--- src/rtl/sr_pulse_gen.sv ---
// sr_pulse_gen: debounces raw set/clear push-buttons and turns each accepted
// press into a single-cycle command pulse for a downstream sr_latch.
//
// Ports:
//   clk       - rising-edge clock
//   reset     - synchronous, active-high reset
//   set_btn   - raw set button (may bounce)
//   clr_btn   - raw clear button (may bounce)
//   s         - one-cycle set pulse (registered)
//   r         - one-cycle clear pulse (registered)
//   enable    - high exactly when s or r is high (registered)
//   conflict  - one-cycle flag when both presses are accepted together (registered)
//
// Configuration macro:
//   SR_PULSE_SYNC_EN - when defined, each raw input passes through a 2-flop
//                      synchronizer before its debounce FSM (adds 2 cycles).
//
// Parameters: DEBOUNCE_CYCLES >= 2, and 2**CNT_W > DEBOUNCE_CYCLES.

module sr_pulse_gen #(
    parameter int unsigned DEBOUNCE_CYCLES = 4,
    parameter int unsigned CNT_W           = 16
) (
    input  logic clk,
    input  logic reset,
    input  logic set_btn,
    input  logic clr_btn,
    output logic s,
    output logic r,
    output logic enable,
    output logic conflict
);

    localparam int unsigned NUM_CH = 2;
    localparam logic [CNT_W-1:0] CNT_LAST = CNT_W'(DEBOUNCE_CYCLES - 1);
    localparam logic [CNT_W-1:0] CNT_ONE  = CNT_W'(1);

    typedef enum logic [1:0] {
        IDLE      = 2'd0,
        ARMING    = 2'd1,
        HELD      = 2'd2,
        RELEASING = 2'd3
    } state_e;

    // Channel 0 is set, channel 1 is clear.
    logic [NUM_CH-1:0] raw;
    logic [NUM_CH-1:0] smp;

    assign raw = {clr_btn, set_btn};

`ifdef SR_PULSE_SYNC_EN
    // Two-flop synchronizer per channel.
    logic [NUM_CH-1:0] sync1_q;
    logic [NUM_CH-1:0] sync2_q;

    always_ff @(posedge clk) begin
        if (reset) begin
            sync1_q <= '0;
            sync2_q <= '0;
        end else begin
            sync1_q <= raw;
            sync2_q <= sync1_q;
        end
    end

    assign smp = sync2_q;
`else
    assign smp = raw;
`endif

    state_e            state_q [NUM_CH];
    state_e            state_d [NUM_CH];
    logic [CNT_W-1:0]  cnt_q   [NUM_CH];
    logic [CNT_W-1:0]  cnt_d   [NUM_CH];
    logic [NUM_CH-1:0] press_c;

    // Debounce FSM state registers.
    always_ff @(posedge clk) begin
        if (reset) begin
            for (int i = 0; i < int'(NUM_CH); i++) begin
                state_q[i] <= IDLE;
                cnt_q[i]   <= '0;
            end
        end else begin
            for (int i = 0; i < int'(NUM_CH); i++) begin
                state_q[i] <= state_d[i];
                cnt_q[i]   <= cnt_d[i];
            end
        end
    end

    // Debounce FSM next-state; press fires only on ARMING -> HELD.
    always_comb begin
        press_c = '0;
        for (int i = 0; i < int'(NUM_CH); i++) begin
            state_d[i] = state_q[i];
            cnt_d[i]   = cnt_q[i];
            case (state_q[i])
                IDLE: begin
                    if (smp[i]) begin
                        state_d[i] = ARMING;
                        cnt_d[i]   = CNT_ONE;
                    end
                end
                ARMING: begin
                    if (!smp[i]) begin
                        state_d[i] = IDLE;
                        cnt_d[i]   = '0;
                    end else if (cnt_q[i] == CNT_LAST) begin
                        state_d[i] = HELD;
                        cnt_d[i]   = '0;
                        press_c[i] = 1'b1;
                    end else begin
                        cnt_d[i] = cnt_q[i] + CNT_ONE;
                    end
                end
                HELD: begin
                    if (!smp[i]) begin
                        state_d[i] = RELEASING;
                        cnt_d[i]   = CNT_ONE;
                    end
                end
                RELEASING: begin
                    if (smp[i]) begin
                        state_d[i] = HELD;
                        cnt_d[i]   = '0;
                    end else if (cnt_q[i] == CNT_LAST) begin
                        state_d[i] = IDLE;
                        cnt_d[i]   = '0;
                    end else begin
                        cnt_d[i] = cnt_q[i] + CNT_ONE;
                    end
                end
                default: begin
                    state_d[i] = IDLE;
                    cnt_d[i]   = '0;
                end
            endcase
        end
    end

    // Registered command outputs; simultaneous presses are suppressed and flagged.
    always_ff @(posedge clk) begin
        if (reset) begin
            s        <= 1'b0;
            r        <= 1'b0;
            enable   <= 1'b0;
            conflict <= 1'b0;
        end else begin
            s        <= press_c[0] & ~press_c[1];
            r        <= press_c[1] & ~press_c[0];
            enable   <= press_c[0] ^ press_c[1];
            conflict <= press_c[0] & press_c[1];
        end
    end

endmodule
--- config.mk ---
export PLATFORM = sky130hd
export DESIGN_NAME = sr_pulse_gen
export DESIGN_NICKNAME = d
export VERILOG_FILES = /design/src/rtl/sr_pulse_gen.sv
export SDC_FILE = /design/constraint.sdc
export NUM_CORES = 1
export LEC_CHECK = 0
export ABC_CLOCK_PERIOD_IN_PS = 2800
export CORE_MARGIN = 2
export CORE_UTILIZATION = 33
export CTS_CLUSTER_DIAMETER = 200
export DETAILED_ROUTE_END_ITERATION = 10
export PLACE_DENSITY_LB_ADDON = 0.3
export SLEW_MARGIN = 20
export SYNTH_ARGS = -nofsm -noshare
export SYNTH_HDL_FRONTEND = slang
export SYNTH_SLANG_ARGS = --single-unit
--- constraint.sdc ---
create_clock -name clk -period 2.8 [get_ports clk]
set_clock_uncertainty 0.2 [all_clocks]
set_input_delay 0.42 -clock clk [delete_from_list [all_inputs] [get_ports clk]]
set_output_delay 0.42 -clock clk [all_outputs]
set_load 0.01 [all_outputs]
# After elaboration in Yosys (flattened, before gate mapping)
# Memory sizes are Yosys's and may differ from the RTL's.
# Cells that the tools add are included.
# word_totals
reg_bits	4
mem_bits_rw	36
input_bits	4
elab_cells	67
n_memories	2
# memory_table
memory	depth	width	rd	rd_ports_with_merged_regs	wr	line_no	source
cnt_q	2	16	2	0	2	73	logic [CNT_W-1:0] cnt_q [NUM_CH];
state_q	2	2	2	0	2	71	state_e state_q [NUM_CH];
# op_classes
add_sub_neg	2
n_eq_ne	8
n_mux	39
bitwise	10
n_reduce_logical	2
# ops
operator	n
$mux W16	12
$pmux W16 S4	2
$add A16 B1 Y16 const B	2
$eq A16 B2 Y1 const B	2
$mux W2	14
$pmux W2 S4	2
$mux W1	9
$eq A2 B2 Y1 const B	4
$eq A2 B1 Y1 const B	2
$logic_not A2 Y1	2
$or A1 B1 Y1	4
$and A1 B1 Y1	3
$not A1 Y1	2
$xor A1 B1 Y1	1

# Depth between registers and ports, before layout
# logic_depth
depth_word	6
depth_mapped	9
depth_no_buf	7

# Worst setup path before layout
# Ideal clock, no wire load.
# synth_timing
path_kind	register to register
start	memory cnt_q[0][0]
end	memory cnt_q[0][15]
arrival_ps	1897
required_time_ps	2538
setup_slack_ps	641
stages_incl_launch_ff	8
path_buffers	1
synth_period_minus_slack_ps	2159
cell_sequence	dfxtp_1 -> ha_1 -> nor4b_1 -> and4_1 -> buf_6 -> or3_4 -> or4_1 -> nand3_1
# synth_rtl
element	line_no
from (decl)	73

==> out/metrics.cfg <==
[clocking]
cts_buffer_depth=2
cts_tree=built
cts_buffers=5
cts_max_level=2
cts-resized-gates=0
cts.clk_slew.worst_paths_ps=90
root_buffer=clkbuf_8
cts_setup_buffers=0
cts_sinks=40
ctsHoldBuffers=0
clk_latency_ps=300

[yosys]
syn_nets=255
seq_area_frac_synth_pct=39.4
syn_area_per_cell_um2=8.37
ys.flop_type=dfxtp_1
yosysUniqueCellTypes=41
ys_ff_latch=40
syn_inst=243
yosys-top-cells-area=dfxtp_1 (39%), nor2_1 (5.4%), ha_1 (4.9%), xor2_1 (4.7%), nand3_1 (3.9%)
synth_area_mm2=0.00203
ys_warn_count=0
synth_edf_count=0
yosys-top-cells-count=dfxtp_1 (40), nor2_1 (29), nand2_1 (21), nand3_1 (16), a21oi_1 (14)
synth-async-reset-ratio_pct=0
synth.largest_area_cell=dfxtp_1
synth.most_common_cell=dfxtp_1
synth_top_area_share_pct=39.4

[setup_path]
cpPeakStageDelay_ps=440
worstSetupPathType=reg -> reg
start_kind=flop
ff2ff_setup_slack_ps=440
critPathArrivalTime_ps=2340
required_ps=2790
crit_fanout=6
cp_top_family=simple AND/OR/NAND/NOR gates
end_kind=flop
cpMaxStageDelayCell=dfxtp_1
path_cells=ha_1 -> nor4b_1 -> a41oi_1 -> buf_4 -> nor3_1 -> mux2i_1 -> nor2_1
critical_path_buf_inv_count=1

[die]
rows=28
core_area_mm2=0.00596
die_h_um=82.5
die_area_mm2=0.00681
initial_core_util_pct=34.2
io_pins=8
die-width_um=82.5

[timing]
final.setup.tns_ps=0
final.period_utilization_pct=84.2
fin_crit_ps=2360
whs_ps=288
finalSetupViolations=0
report.final.slew_viol_count=0
hold_viol_final=0
rsz0062_at_grt=no
max_freq_mhz=424
slew_headroom_pct=64.5
worstMarginPinSlew_ps=532

[grt]
grt_usage_pct=13.4
grt_pass1_wl_um=7170
grt_overflow_total=0
antenna_found_initial=0
grt_max_degree=14
grt_pass1_vias=1593

[cells_and_area]
layout-drive-gt1-share_pct=9.34
area_growth_pct=13.0
fin_nets=268
diodes=0

[power_and_ir_drop]
peakVddDrop_uv=225
pwr_density_cell_mw_per_mm2=528
cellLeakagePower_uw=0.000804

[placed_design]
io_buffers=7
dp_hpwl_um=2990
place_congestion=0.791

[route]
ant_nets=0
first_iter_violations=67
wire_per_inst_um=12.8
firstDrtPassIters=4
num_vias=1737
avgViaCountPerCell=5.23
routed_wl_um=4260
drc=0

[hold_path]
min_path_type=reg -> reg

[outcome]
status=finished clean

[run]
cap_violations=0

==> routing by layer <==
metal	wire length, um	global-route usage (%)
met1	2160	17.4
met2	1960	22.8
met3	115	2.93
met4	21	2.95
met5	0	0
==> placed cells by master (no fill, tap or decap), types with 2 or more instances in the layout <==
master           count
a21o_1               2
buf_4                8
or2_2                2
clkbuf_8             5
nor2b_1              3
xor2_1              11
nor4b_1              2
inv_1                8
o21ai_0             10
clkinv_2             2
mux2i_1              3
nor3_1               6
nand2_1             21
nand3_1             16
o31a_1               2
and4_1               3
a21oi_1             14
nor4_1               5
and3_1               2
and2_1               2
nand4_1              9
clkdlybuf4s50_1      7
or3_1                5
ha_1                 8
xnor2_1              3
dfxtp_1             40
a41oi_1              2
nor2_1              29
a2111oi_2            2
nand4b_1             3
nand2b_1             2
nor3_2               2
a31oi_1              8
==> worst reg2reg max path, delay by kind of cell (launching register included) <==
family          cells  cell delay, ps
buf+inv             1             220
mux                 1             210
compound gates      1             260
simple gates        3             600
flops               1             440
fa+ha+maj           1             310
==> where the power goes <==
group | leakage [uW] | switching, uW | internal (uW)
clock | 0.0000479 | 219 | 174
combinational | 0.000432 | 126 | 81.9
sequential | 0.000323 | 24.9 | 588
==> cell type report <==
| type | count | area [um2] |
|---|---|---|
| repair buffers | 15 | 130 |
| multi-input cells | 186 | 1160 |
| clock inverters | 3 | 18.8 |
| flip-flops and latches | 40 | 801 |
| fillers | 608 | 3660 |
| clock buffers | 5 | 68.8 |
| well taps | 75 | 93.8 |
| inverters | 8 | 30.0 |
==> worst paths after layout <==
kind / startpoint / depth (start not counted) / to
max: cnt_q[0][16] / 7 / flop
min: cnt_q[0][11] / 2 / cnt_q[0][11]
max reg2reg: cnt_q[0][16] / 7 / flop
min reg2reg: cnt_q[0][11] / 2 / cnt_q[0][11]
==> flip-flops by register name (all words and copies together), names as in the netlist, named ones only <==
name and count:
cnt_q 32, conflict 1, enable 1, r 1, s 1, state_q 2
==> stage by stage <==
stage	worst slack (ps)	cell area [um2]	total power (uW)	std cells	utilization (%)
finish	443	2300	1210	332	38.6
global route	241	2300	1280	332	38.6
CTS	453	2300	1230	332	38.6
detailed placement	204	2210	834	324	37.1
global placement	265	2210	833	324	37.1
floorplan	641	2030	772	243	-
==> logic make-up after synthesis <==
logic type / count (synthesis) / synth area share, %
AO/OA/AOI/OAI: 45 / 14.3
XOR/XNOR: 14 / 6.03
adder cells (fa/ha/maj): 8 / 4.92
buffers and inverters: 17 / 3.75
flip-flops: 40 / 39.4
multiplexers: 3 / 1.48
AND/OR/NAND/NOR: 116 / 30.2
No activity file was read; power rests on OpenSTA's default activity.
